**config.mk**
```make
export PLATFORM = sky130hd
export DESIGN_NAME = hud_bar_gauge
export DESIGN_NICKNAME = d
export VERILOG_FILES = /design/src/rtl/hud_pkg.sv /design/src/rtl/hud_bar_level.sv /design/src/rtl/hud_bar_gauge.sv
export SDC_FILE = /design/constraint.sdc
export NUM_CORES = 1
export LEC_CHECK = 0
export BUFFER_PORTS_ARGS = -buffer_cell sky130_fd_sc_hd__buf_2
export CAP_MARGIN = 20
export CORE_UTILIZATION = 55
export CTS_CLUSTER_SIZE = 14
export DETAILED_ROUTE_END_ITERATION = 12
export GPL_TIMING_DRIVEN = 0
export PLACE_DENSITY = 0.82
export SLEW_MARGIN = 15
export SYNTH_ARGS = -nofsm -noshare
export SYNTH_HDL_FRONTEND = slang
export SYNTH_SLANG_ARGS = --single-unit
```
**constraint.sdc**
```tcl
create_clock -name clk -period 3.9 [get_ports clk]
set_input_delay 0.585 -clock clk [delete_from_list [all_inputs] [get_ports clk]]
set_output_delay 0.585 -clock clk [all_outputs]
set_load 0.05 [all_outputs]
```
**src/rtl/hud_pkg.sv**
```systemverilog
// hud_pkg: shared RGB444 colours and coordinate/pixel types for the HUD overlays
package hud_pkg;
   typedef logic [10:0] coord_t;
   typedef logic [11:0] pixel_t;
   localparam pixel_t RED    = 12'hF00;
   localparam pixel_t GREEN  = 12'h0F0;
   localparam pixel_t BLUE   = 12'h00F;
   localparam pixel_t WHITE  = 12'hFFF;
   localparam pixel_t BLACK  = 12'h000;
   localparam pixel_t YELLOW = 12'hFF0;
endpackage

```
**src/rtl/hud_bar_level.sv**
```systemverilog
// hud_bar_level: per-bar target clamp, slewed displayed level and registered low flag
module hud_bar_level #(
   parameter int VAL_W      = 6,
   parameter int MAX_SEG    = 18,
   parameter int LOW_THRESH = 3,
   parameter bit SLEW_EN    = 1'b1,
   parameter int LVL_W      = $clog2(MAX_SEG + 1)
) (
   input  logic             clk,
   input  logic             rst,
   input  logic             frame_start,
   input  logic             enable,
   input  logic [VAL_W-1:0] value,
   output logic [LVL_W-1:0] shown,
   output logic             low
);
   logic [LVL_W-1:0] tgt, shown_d, shown_q;
   logic             low_d, low_q;
   always_comb begin
      tgt     = (int'(value) > MAX_SEG) ? LVL_W'(MAX_SEG) : LVL_W'(value);
      shown_d = !enable ? '0 :
                !SLEW_EN ? tgt :
                !frame_start ? shown_q :
                (shown_q < tgt) ? shown_q + LVL_W'(1) :
                (shown_q > tgt) ? shown_q - LVL_W'(1) : shown_q;
      low_d   = enable && shown_q != '0 && int'(shown_q) <= LOW_THRESH;
   end
   always_ff @(posedge clk) begin
      if (rst) begin
         shown_q <= '0;
         low_q   <= 1'b0;
      end else begin
         shown_q <= shown_d;
         low_q   <= low_d;
      end
   end
   assign shown = shown_q;
   assign low   = low_q;
endmodule

```
**src/rtl/hud_bar_gauge.sv**
```systemverilog
// hud_bar_gauge: N segmented HUD bars with slew animation, low blink and a 2-stage pixel pipeline
module hud_bar_gauge import hud_pkg::*; #(
   parameter int     N_BARS       = 2,
   parameter int     VAL_W        = 6,
   parameter int     MAX_SEG      = 18,
   parameter int     SEG_W_LOG2   = 4,
   parameter int     X0           = 320,
   parameter int     Y0           = 55,
   parameter int     BAR_H        = 11,
   parameter int     BAR_PITCH    = 20,
   parameter int     LOW_THRESH   = 3,
   parameter int     BLINK_FRAMES = 32,
   parameter bit     SLEW_EN      = 1'b1,
   parameter pixel_t FILL_COLOR   = RED,
   parameter pixel_t LOW_COLOR    = YELLOW,
   parameter pixel_t BORDER_COLOR = WHITE
) (
   input  logic                    clk,
   input  logic                    rst,
   input  logic                    frame_start,
   input  logic [N_BARS-1:0]       bar_enable,
   input  logic [N_BARS*VAL_W-1:0] bar_value,
   input  logic [10:0]             VGA_xpos,
   input  logic [10:0]             VGA_ypos,
   output logic [11:0]             VGA_data,
   output logic [N_BARS-1:0]       low_flag
);
   localparam int     LVL_W = $clog2(MAX_SEG + 1);
   localparam int     CNT_W = (BLINK_FRAMES > 1) ? $clog2(BLINK_FRAMES) : 1;
   localparam coord_t XS    = coord_t'(X0);
   localparam coord_t XE    = coord_t'(X0 + (MAX_SEG << SEG_W_LOG2));
   logic [LVL_W-1:0] shown [N_BARS];
   for (genvar i = 0; i < N_BARS; i++) begin : g_bar
      hud_bar_level #(
         .VAL_W(VAL_W), .MAX_SEG(MAX_SEG), .LOW_THRESH(LOW_THRESH), .SLEW_EN(SLEW_EN), .LVL_W(LVL_W)
      ) u_lvl (
         .clk(clk), .rst(rst), .frame_start(frame_start), .enable(bar_enable[i]),
         .value(bar_value[i*VAL_W +: VAL_W]), .shown(shown[i]), .low(low_flag[i])
      );
   end
   logic [CNT_W-1:0] cnt_d, cnt_q;
   logic             s1_hit_d, s1_hit_q, s1_low_d, s1_low_q, s1_blink_d, s1_blink_q, s1_edge_d, s1_edge_q;
   logic [LVL_W-1:0] s1_lvl_d, s1_lvl_q;
   coord_t           s1_rel_d, s1_rel_q, y_top, y_bot, lim;
   pixel_t           pix_d, pix_q;
   logic             fill, sep;
   // Stage 1 snapshots the level and blink phase so a pixel sampled on frame_start keeps old values
   always_comb begin
      cnt_d      = !frame_start ? cnt_q : (int'(cnt_q) == BLINK_FRAMES - 1) ? '0 : cnt_q + CNT_W'(1);
      s1_hit_d   = 1'b0;
      s1_lvl_d   = '0;
      s1_low_d   = 1'b0;
      s1_edge_d  = 1'b0;
      s1_blink_d = int'(cnt_q) < BLINK_FRAMES / 2;
      s1_rel_d   = VGA_xpos - XS;
      y_top      = '0;
      y_bot      = '0;
      for (int b = N_BARS - 1; b >= 0; b--) begin
         y_top = coord_t'(Y0 + b * BAR_PITCH);
         y_bot = coord_t'(Y0 + b * BAR_PITCH + BAR_H - 1);
         if (bar_enable[b] && VGA_xpos >= XS && VGA_xpos <= XE && VGA_ypos >= y_top && VGA_ypos <= y_bot) begin
            s1_hit_d  = 1'b1;
            s1_lvl_d  = shown[b];
            s1_low_d  = shown[b] != '0 && int'(shown[b]) <= LOW_THRESH;
            s1_edge_d = VGA_xpos == XS || VGA_xpos == XE || VGA_ypos == y_top || VGA_ypos == y_bot;
         end
      end
      lim   = coord_t'(s1_lvl_q) << SEG_W_LOG2;
      fill  = s1_hit_q && s1_lvl_q != '0 && s1_rel_q <= lim;
      sep   = fill && s1_rel_q[SEG_W_LOG2-1:0] == '0 && s1_rel_q != '0 && s1_rel_q < lim;
      pix_d = (!s1_hit_q || sep) ? BLACK :
              (fill && !(s1_low_q && !s1_blink_q)) ? (s1_low_q ? LOW_COLOR : FILL_COLOR) :
              s1_edge_q ? BORDER_COLOR : BLACK;
   end
   always_ff @(posedge clk) begin
      if (rst) begin
         cnt_q      <= '0;
         s1_hit_q   <= 1'b0;
         s1_lvl_q   <= '0;
         s1_low_q   <= 1'b0;
         s1_blink_q <= 1'b0;
         s1_edge_q  <= 1'b0;
         s1_rel_q   <= '0;
         pix_q      <= '0;
      end else begin
         cnt_q      <= cnt_d;
         s1_hit_q   <= s1_hit_d;
         s1_lvl_q   <= s1_lvl_d;
         s1_low_q   <= s1_low_d;
         s1_blink_q <= s1_blink_d;
         s1_edge_q  <= s1_edge_d;
         s1_rel_q   <= s1_rel_d;
         pix_q      <= pix_d;
      end
   end
   assign VGA_data = pix_q;
endmodule
```
==> flow_metrics.py <==
metrics = {
    "yosys": {
        "muxShareOfSynthArea_pct": 1.57,
        "yosysSeqAreaShare_pct": 31.4,
        "ys_warn_count": 0,
        "syn_area_um2": 2550,
        "async_reset_ff_share_pct": 0,
        "synth_xor_area_share_pct": 2.40,
        "syn_inst": 296,
        "synth-edff-count": 0,
        "synth_compound_area_share_pct": 20.5,
        "synth.distinct_cells": 53,
        "ys_seq_elements": 40,
        "synth_top_family_by_area": "simple AND/OR/NAND/NOR gates",
        "postSynthAreaPerCell_um2": 8.62,
        "yosys.area_share.adder_pct": 13.8,
        "synthFlopType": "dfxtp_1",
        "synthSimpleGateAreaFrac_pct": 24.3,
        "synth.net_count": 362,
    },
    "cells_and_area": {
        "area_growth_syn_to_layout_pct": 15.8,
        "layout_commonest_cell": "buf_2",
        "drive_gt1_share_pct": 22.0,
        "layout.nets": 421,
        "num_antenna_cells": 0,
        "final_cell_mix": "buf_2, dfxtp_1, ha_1, nor2_1, a21oi_1",
        "utilization_pct": 66.9,
    },
    "route": {
        "num_vias": 2330,
        "detail_route.first_pass.iterations": 4,
        "drc": 0,
        "drtIter0Drc": 116,
        "routed_wl_um": 5390,
        "vias_per_cell": 5.72,
        "postRouteAntennaNets": 0,
        "drt-wirelength-per-cell_um": 13.2,
    },
    "clock_tree": {
        "cts_resized": 0,
        "clkLatencyLatePin_ns": 0.29,
        "clock_sinks": 40,
        "cts_made_buffers": 5,
        "cts_tree": "built",
        "cts_setup_buffers": 0,
        "clockRootBuffer": "clkbuf_8",
        "cts.path.max_buffers": 2,
        "htree_levels": 2,
        "cts-hold-fix-buffers": 0,
        "cts.clk_slew.worst_paths_ns": 0.07,
    },
    "timing": {
        "rsz0062_at_grt": "false",
        "fin_crit_sh_pct": 79.5,
        "finalClockSkew_ns": 0.00643,
        "final.setup.tns_ns": 0,
        "drv_slew": 0,
        "min_period_ns": 3.10,
        "hold_violations": 0,
        "maxSlewHeadroom_pct": 66.3,
        "max_slew.worst_pin.slew_ns": 0.504,
        "setup_viol_count_final": 0,
        "max_freq_mhz": 322,
    },
    "worst_setup_path": {
        "ff2ff_path_depth": 10,
        "arrival_ns": 3.33,
        "critical_path_required_ns": 4.13,
        "ff2ff_setup_slack_ns": 1.06,
        "critPathMaxFanout": 5,
        "crit_type": "in2reg",
        "critPathLaunch": "bar_value[8]",
        "startpoint_type": "input port",
        "critPathCaptureType": "register",
        "r2r_end": "g_bar[1].u_lvl.shown[4]",
        "worstReg2RegStart": "g_bar[1].u_lvl.shown[2]",
        "endpoint": "g_bar[1].u_lvl.shown[4]",
    },
    "placement": {
        "gp_congestion": 0.851,
        "hpwl_um": 4190,
        "portBuffers": 52,
    },
    "hold_path": {
        "worst_hold_path_type": "reg2reg",
    },
    "pwr": {
        "vdd_drop_max_mv": 0.141,
        "p_leak_nw": 1.36,
        "power_density_nw_per_um2": 276,
    },
    "global_route": {
        "grt_pass1_wl_um": 9560,
        "grt_pass1_vias": 2241,
        "grt_start_max_net_pins": 12,
        "antenna_found_initial": 0,
        "gr-total-overflow": 0,
        "track_usage_pct": 24.2,
    },
    "floorplanning": {
        "ioPinCount": 53,
        "die_area_um2": 4910,
        "start_util_pct": 57.8,
        "num_rows": 24,
        "core_area_um2": 4410,
        "die_x_um": 70.1,
        "dieHeight_um": 70.1,
    },
    "flow_run": {
        "drv_cap": 0,
    },
    "run_status": {
        "outcome": "finished clean",
    },
}
==> report_power, final <==
group	leakage (nW)	switching [W]	internal, W
combinational	0.996	0.0000674	0.0000552
clock	0.0410	0.000141	0.000122
sequential	0.327	0.00000919	0.000421
==> worst max-delay path, stage by stage <==
cell and delay, ns:
buf_2 0.12, o31a_1 0.29, nor3b_1 0.20, ha_1 0.18
and4b_1 0.18, o21ai_1 0.26, nand2_1 0.19, ha_1 0.36
a21oi_1 0.18, nand2_1 0.09, a2111oi_0 0.41, o21ai_0 0.14
a21oi_1 0.15
==> sequential cells by signal, indices dropped and copies added, names as in the netlist, 2 cells and up <==
signal             count
s1_lvl_q               5
cnt_q                  5
g_bar.u_lvl.low        2
s1_rel_q              11
VGA_data               3
g_bar.u_lvl.shown     10
==> through the flow <==
stage | setup WS (ns) | instances | area [um^2] | total power [W] | hold WS, ns
floorplan | 0.927 | 296 | 2550 | 0.000512 | 0.417
detailed placement | 0.503 | 400 | 2880 | 0.000561 | 0.443
global route | 0.437 | 407 | 2950 | 0.000855 | 0.495
finish | 0.799 | 407 | 2950 | 0.000815 | 0.470
CTS | 0.795 | 407 | 2950 | 0.000814 | 0.473
global placement | 0.524 | 400 | 2880 | 0.000556 | 0.433
==> worst min-delay path by stage <==
stage / endpoint / from / cells after the start / slack [ns]
after floorplan: s1_blink_q / cnt_q[4] / 1 / 0.42
after global placement: s1_blink_q / cnt_q[4] / 1 / 0.43
after detailed placement: s1_blink_q / cnt_q[4] / 1 / 0.44
after CTS: s1_blink_q / cnt_q[4] / 1 / 0.47
after global routing: s1_blink_q / cnt_q[4] / 1 / 0.49
final: s1_blink_q / cnt_q[4] / 1 / 0.47
==> cells in the mapped netlist, types with 4 or more instances <==
master	n	area (um^2)
dfxtp_1	40	801
ha_1	25	313
nor2_1	24	90.1
a21oi_1	20	100
inv_1	15	56.3
o21ai_0	15	75.1
nand2_1	12	45.0
buf_4	11	82.6
nor2b_1	9	56.3
nor3_1	9	45.0
a21o_1	8	60.1
and3_1	8	50.1
nand3_1	8	40.0
a22o_1	6	52.6
nand2b_1	6	37.5
nor3b_1	5	37.5
clkbuf_1	4	15.0
mux2i_1	4	40.0
nand4_1	4	25.0
nor4_1	4	25.0
or3_1	4	25.0
xnor2_1	4	35.0
==> layer usage <==
| metal | routed length, um | vias up | track usage, % |
|---|---|---|---|
| met1 | 2530 | 1070 | 29.5 |
| met2 | 2570 | 57 | 41.8 |
| met3 | 205 | 6 | 5.34 |
| li1 | - | 1197 | - |
| met5 | 0 | - | 0 |
| met4 | 86 | 0 | 8.67 |
==> final cells by class <==
type / instances / area (um^2)
clock inverters: 1 / 5.00
inverters: 15 / 56.3
well taps: 52 / 65.1
clock buffers: 6 / 72.6
plain buffers: 15 / 97.6
multi-input cells: 226 / 1600
repair buffers: 52 / 260
fillers: 384 / 1460
flip-flops and latches: 40 / 801
==> cells by family (layout without fill, tap and decap cells) <==
| family | count (synthesis) | after routing |
|---|---|---|
| simple gates | 110 | 110 |
| compound gates | 78 | 78 |
| flops | 40 | 40 |
| buf+inv | 30 | 89 |
| fa+ha+maj | 27 | 27 |
| xor+xnor | 7 | 7 |
| mux | 4 | 4 |
Note: power is estimated with default switching activity, not from simulation.
